==> src/rtl/pwm_sweep_ctrl.sv <==
// Phase sequencer for the sine-LUT PWM path: half-sine theta sweep, rest pause, repeat or stop.
// Define PWM_SWEEP_SYNC_UPD_EN to defer theta steps to the next pwm_wrap pulse.
module pwm_sweep_ctrl #(
  parameter int unsigned STEP_DIV  = 5000000,
  parameter int unsigned N_STEPS   = 89,
  parameter int unsigned PAUSE_CYC = 500000000
) (
  input  logic       clk,
  input  logic       rst,
  input  logic       start,
  input  logic       stop,
  input  logic       continuous,
  input  logic       pwm_wrap,
  output logic [9:0] theta,
  output logic       theta_upd,
  output logic       busy,
  output logic       sweep_done,
  output logic [1:0] state
);

  typedef enum logic [1:0] {
    S_IDLE  = 2'd0,
    S_RAMP  = 2'd1,
    S_PAUSE = 2'd2
  } state_t;

  localparam logic [31:0] DIV_LAST   = 32'(STEP_DIV - 1);
  localparam logic [9:0]  THETA_LAST = 10'(N_STEPS - 1);
  localparam logic [31:0] PAUSE_LAST = 32'(PAUSE_CYC - 1);
  localparam bit          HAS_PAUSE  = (PAUSE_CYC != 0);

  state_t      state_q, state_d;
  logic [9:0]  theta_q, theta_d;
  logic [31:0] div_cnt_q, div_cnt_d;
  logic [31:0] pause_cnt_q, pause_cnt_d;
  logic        theta_upd_q, theta_upd_d;
  logic        sweep_done_q, sweep_done_d;
  logic        busy_q, busy_d;
  logic        step_due;
  logic        step_go;

`ifdef PWM_SWEEP_SYNC_UPD_EN
  logic        pend_q, pend_d;
`else
  logic        wrap_unused;
  assign wrap_unused = pwm_wrap;
`endif

  assign step_due = (div_cnt_q == DIV_LAST);

  always_comb begin
    state_d      = state_q;
    theta_d      = theta_q;
    div_cnt_d    = div_cnt_q;
    pause_cnt_d  = pause_cnt_q;
    theta_upd_d  = 1'b0;
    sweep_done_d = 1'b0;
    step_go      = 1'b0;
`ifdef PWM_SWEEP_SYNC_UPD_EN
    pend_d       = pend_q;
`endif
    if (stop) begin
      state_d     = S_IDLE;
      theta_d     = '0;
      div_cnt_d   = '0;
      pause_cnt_d = '0;
      theta_upd_d = (theta_q != '0);
`ifdef PWM_SWEEP_SYNC_UPD_EN
      pend_d      = 1'b0;
`endif
    end else begin
      unique case (state_q)
        S_IDLE: begin
          theta_d     = '0;
          div_cnt_d   = '0;
          pause_cnt_d = '0;
          if (start) begin
            state_d     = S_RAMP;
            theta_upd_d = 1'b1;
`ifdef PWM_SWEEP_SYNC_UPD_EN
            pend_d      = 1'b0;
`endif
          end
        end
        S_RAMP: begin
`ifdef PWM_SWEEP_SYNC_UPD_EN
          // A due step parks with div_cnt frozen until the PWM period wraps.
          if (pend_q || step_due) begin
            if (pwm_wrap) begin
              step_go = 1'b1;
              pend_d  = 1'b0;
            end else begin
              pend_d  = 1'b1;
            end
          end else begin
            div_cnt_d = div_cnt_q + 32'd1;
          end
`else
          if (step_due) begin
            step_go = 1'b1;
          end else begin
            div_cnt_d = div_cnt_q + 32'd1;
          end
`endif
          if (step_go) begin
            div_cnt_d   = '0;
            theta_upd_d = 1'b1;
            if (theta_q == THETA_LAST) begin
              theta_d      = '0;
              sweep_done_d = 1'b1;
              if (HAS_PAUSE) begin
                state_d     = S_PAUSE;
                pause_cnt_d = '0;
              end else if (!continuous) begin
                state_d = S_IDLE;
              end
            end else begin
              theta_d = theta_q + 10'd1;
            end
          end
        end
        S_PAUSE: begin
          theta_d = '0;
          if (pause_cnt_q == PAUSE_LAST) begin
            pause_cnt_d = '0;
            div_cnt_d   = '0;
            state_d     = continuous ? S_RAMP : S_IDLE;
          end else begin
            pause_cnt_d = pause_cnt_q + 32'd1;
          end
        end
        default: begin
          state_d     = S_IDLE;
          theta_d     = '0;
          div_cnt_d   = '0;
          pause_cnt_d = '0;
        end
      endcase
    end
    busy_d = (state_d != S_IDLE);
  end

  always_ff @(posedge clk or posedge rst) begin
    if (rst) begin
      state_q      <= S_IDLE;
      theta_q      <= '0;
      div_cnt_q    <= '0;
      pause_cnt_q  <= '0;
      theta_upd_q  <= 1'b0;
      sweep_done_q <= 1'b0;
      busy_q       <= 1'b0;
    end else begin
      state_q      <= state_d;
      theta_q      <= theta_d;
      div_cnt_q    <= div_cnt_d;
      pause_cnt_q  <= pause_cnt_d;
      theta_upd_q  <= theta_upd_d;
      sweep_done_q <= sweep_done_d;
      busy_q       <= busy_d;
    end
  end

`ifdef PWM_SWEEP_SYNC_UPD_EN
  always_ff @(posedge clk or posedge rst) begin
    if (rst) begin
      pend_q <= 1'b0;
    end else begin
      pend_q <= pend_d;
    end
  end
`endif

  assign theta      = theta_q;
  assign theta_upd  = theta_upd_q;
  assign busy       = busy_q;
  assign sweep_done = sweep_done_q;
  assign state      = state_q;

endmodule
==> config.mk <==
export PLATFORM = sky130hd
export DESIGN_NAME = pwm_sweep_ctrl
export DESIGN_NICKNAME = d
export VERILOG_FILES = /design/src/rtl/pwm_sweep_ctrl.sv
export SDC_FILE = /design/constraint.sdc
export NUM_CORES = 1
export LEC_CHECK = 0
export BUFFER_PORTS_ARGS = -buffer_cell sky130_fd_sc_hd__buf_2
export CAP_MARGIN = 0
export CORE_MARGIN = 3
export CORE_UTILIZATION = 56
export DETAILED_ROUTE_END_ITERATION = 8
export PLACE_DENSITY = 0.84
export SYNTH_ARGS = -nofsm -noshare
export SYNTH_HDL_FRONTEND = slang
export SYNTH_SLANG_ARGS = --single-unit
==> constraint.sdc <==
create_clock -name clk -period 4.5 [get_ports clk]
set_clock_uncertainty 0.2 [all_clocks]
set_input_delay 0.675 -clock clk [delete_from_list [all_inputs] [get_ports clk]]
set_output_delay 0.675 -clock clk [all_outputs]
set_load 0.1 [all_outputs]
==> impl_metrics.ini <==
[timing]
finalWorstPathRequiredPeriod_ns = 3.12
timing.final.hold_violations = 0
setup_ws_ns = 1.38
final-setup-viol-count = 0
post-route-period-util = 0.693
fmax_ghz = 0.321
tightest_slew_ns = 1.24
fin_setup_tns_ns = 0
max-slew-margin-rel = 0.164
grt_setup_unrepaired = no
final_max_slew_viol_count = 0

[power_and_ir_drop]
p_leak_nw = 1.99
p_total_mw = 1.32
vdd_drop_max_uv = 162
total_power_divided_by_cell_area_mw_per_mm2 = 280

[setup_path]
worstPathArrival_ns = 3.15
cp_max_fo = 17
timing_worst_setup_path_type = reg -> reg
worst_setup_path_end_kind = register
endpoint_required_time_on_the_critical_path_ns = 4.54
worst_setup_path_start_kind = register

[detailed_routing]
antenna_left = 0
wl_met1_um = 4270
vias = 3709
top_signal_layer_used = met4
drt_first_pass_iters = 7
post_drt_via_cell_ratio = 6.25
drc = 0
avgRoutedWirePerCell_um = 15.8
met3_wirelength_um = 369
totalWireLength_um = 9350
detailroute.wirelength.met2_um = 4560
drt-initial-drc-count = 346

[clocking]
worst_setup_hold_path_clk_slew_ns = 0.08
clock_sink_count = 79
max-clock-path-buffers = 2
cts_tree = built
holdBufCountCts = 0
clock_latency_ns = 0.37
clockRootBuffer = clkbuf_8
clock_tree.htree_level_count = 3
post-cts-setup-buffers = 0
cts_resized = 0
cts_buffers = 9

[floorplan]
fp-row-count = 31
design.portCount = 21
chipWidth_um = 94.2
die_area_mm2 = 0.00886
floorplan.core_area_mm2 = 0.00741
initial_util = 0.587
chipHeight_um = 94.2

[cells_and_area]
syn_to_final_growth_pct = 8.17
finalNonFillerCells = 593
layout-drive-gt1-share = 0.107
num_antenna_cells = 0
final_nets = 499
final_design_area_no_fill_mm2 = 0.00471

[placement]
gpl.final_weighted_congestion = 0.814
dpl-instance-area_mm2 = 0.00452
place.detailed.hpwl_um = 6040
placed_cells_incl_taps = 577
place_ws_ns = 1.39
io_buffer_count = 19

[synthesis]
post-synth-top-area-cell = dfrtp_1
yosys_warnings = 0
synth_top_cells_by_area = dfrtp_1 (45%), o21ai_1 (7.1%), xor2_1 (6.6%)
async_reset_ff_frac = 1.00
syn-cell-area_mm2 = 0.00435
yosys.cell_types.count = 48
synth.net_count = 486
post_synthesis_sequential_area_ratio = 0.454
post_synthesis_cell_count = 476
post_synth.cell_area_avg_um2 = 9.14
synthFlopType = dfrtp_1
synthesis_stage_register_bit_count = 79
yosysTopAreaCellShare = 0.454
synth_edf_count = 0

[status]
status = finished, final reports clean

[min_path]
hp-class = in -> async

[grt]
antenna_found_initial = 0
grt_pass1_wl_um = 16600
grt_max_degree = 52
grt_remaining_overflow = 0
track_usage = 0.233
first_global_vias = 3589

[job]
max_cap_violations = 0
-- state kept, by name (all words and copies together) (netlist names) --
register,count
busy,1
state,2
sweep_done,1
theta,10
div_cnt_q,32
theta_upd,1
pause_cnt_q,32
-- through the flow --
stage               utilization  hold slack [ns]
CTS                       0.635            0.292
global placement          0.610            0.265
floorplan                     -            0.242
global route              0.635            0.316
finish                    0.635            0.259
detailed placement        0.610            0.271
-- cell usage in the layout (no fill, tap or decap), types with 2 or more instances in the layout --
cell        n
or3_1       3
a21oi_1    15
o21ai_1    62
buf_2      19
o211ai_1    9
xor2_1     33
o31ai_1     5
nand4_1    24
nor3_1      7
nor2_1     53
clkinv_2    4
inv_1       8
and2_1      8
nor4b_1     4
clkbuf_8    9
o2111ai_1   8
dfrtp_1    79
ha_1        4
a211o_1     2
a31oi_1     9
and4_1      7
buf_4       6
nand3_1    24
or2_1       2
and3_1     16
nor2b_1     2
a22o_1      4
nand2b_1    2
o21ai_0     5
nor3_2      2
nor4_1     11
nor4_4      2
xnor2_1     3
nand2_1    25
-- cell usage after synthesis, types with 2 or more instances --
cell type  instances
a211o_1            2
a21oi_1           15
a22o_1             4
a31oi_1            9
and2_1             8
and3_1            16
and4_1             7
buf_1              3
buf_2             10
buf_4              3
clkbuf_1           7
dfrtp_1           79
ha_1               4
inv_1              9
nand2_1           25
nand2b_1           2
nand3_1           24
nand4_1           24
nor2_1            54
nor2b_1            2
nor3_1             7
nor3_2             2
nor4_1            11
nor4b_1            4
o2111ai_1          8
o211ai_1           9
o21ai_0            5
o21ai_1           62
o31ai_1            5
or2_1              2
or3_1              3
xnor2_1            3
xor2_1            33
-- final cells by class --
type | instances | area, um2
clock inverter | 6 | 61.3
timing repair buffer | 25 | 140
inverter | 9 | 35.0
clock buffer | 10 | 128
fill | 608 | 2700
tap | 99 | 124
sequential | 79 | 1980
multi-input combinational | 365 | 2240
-- power breakdown --
| group | internal [mW] | leakage (nW) | total, mW | switching, mW |
|---|---|---|---|---|
| Clock | 0.254 | 0.0960 | 0.523 | 0.268 |
| Sequential | 0.712 | 1.10 | 0.716 | 0.00362 |
| Combinational | 0.0148 | 0.792 | 0.0803 | 0.0656 |
-- layer usage --
layer  up-vias  track usage
li1       1784            -
met1      1818        0.310
met2        93        0.379
met3        14       0.0457
met4         0       0.0818
met5         -            0
-- worst max-delay path, stage by stage, from the launching register on --
cell	delay [ns]
dfrtp_1	0.46
nor4b_1	0.33
nand4_1	0.36
nor4_4	0.88
buf_4	0.36
o2111ai_1	0.15
xor2_1	0.19
nor2_1	0.06
-- path summary, 6_finish.rpt --
kind / start / to / slack [ns] / depth (start not counted)
max in group asynchronous: rst / pause_cnt_q[31]$_DFFE_PP0P_ / 2.96 / 3
setup reg to reg: div_cnt_q[23]$_DFFE_PP0P_ / pause_cnt_q[27]$_DFFE_PP0P_ / 1.38 / 7
min in group clk: div_cnt_q[27]$_DFFE_PP0P_ / div_cnt_q[27]$_DFFE_PP0P_ / 0.29 / 1
setup / recovery: div_cnt_q[23]$_DFFE_PP0P_ / pause_cnt_q[27]$_DFFE_PP0P_ / 1.38 / 7
hold reg to reg: div_cnt_q[27]$_DFFE_PP0P_ / div_cnt_q[27]$_DFFE_PP0P_ / 0.29 / 1
hold / removal: rst / div_cnt_q[19]$_DFFE_PP0P_ / 0.26 / 2
-- logic make-up (layout without fill, tap and decap cells) --
kind of cell             after synthesis  count (layout)  share of synthesized area
AO/OA/AOI/OAI                        124             124                      0.172
XOR/XNOR                              36              36                     0.0725
adder cells (fa/ha/maj)                4               4                     0.0115
buffers and inverters                 32              50                     0.0331
flip-flops                            79              79                      0.454
multiplexers                           1               1                    0.00259
AND/OR/NAND/NOR                      200             200                      0.254
No activity file was read; power rests on OpenSTA's default activity.
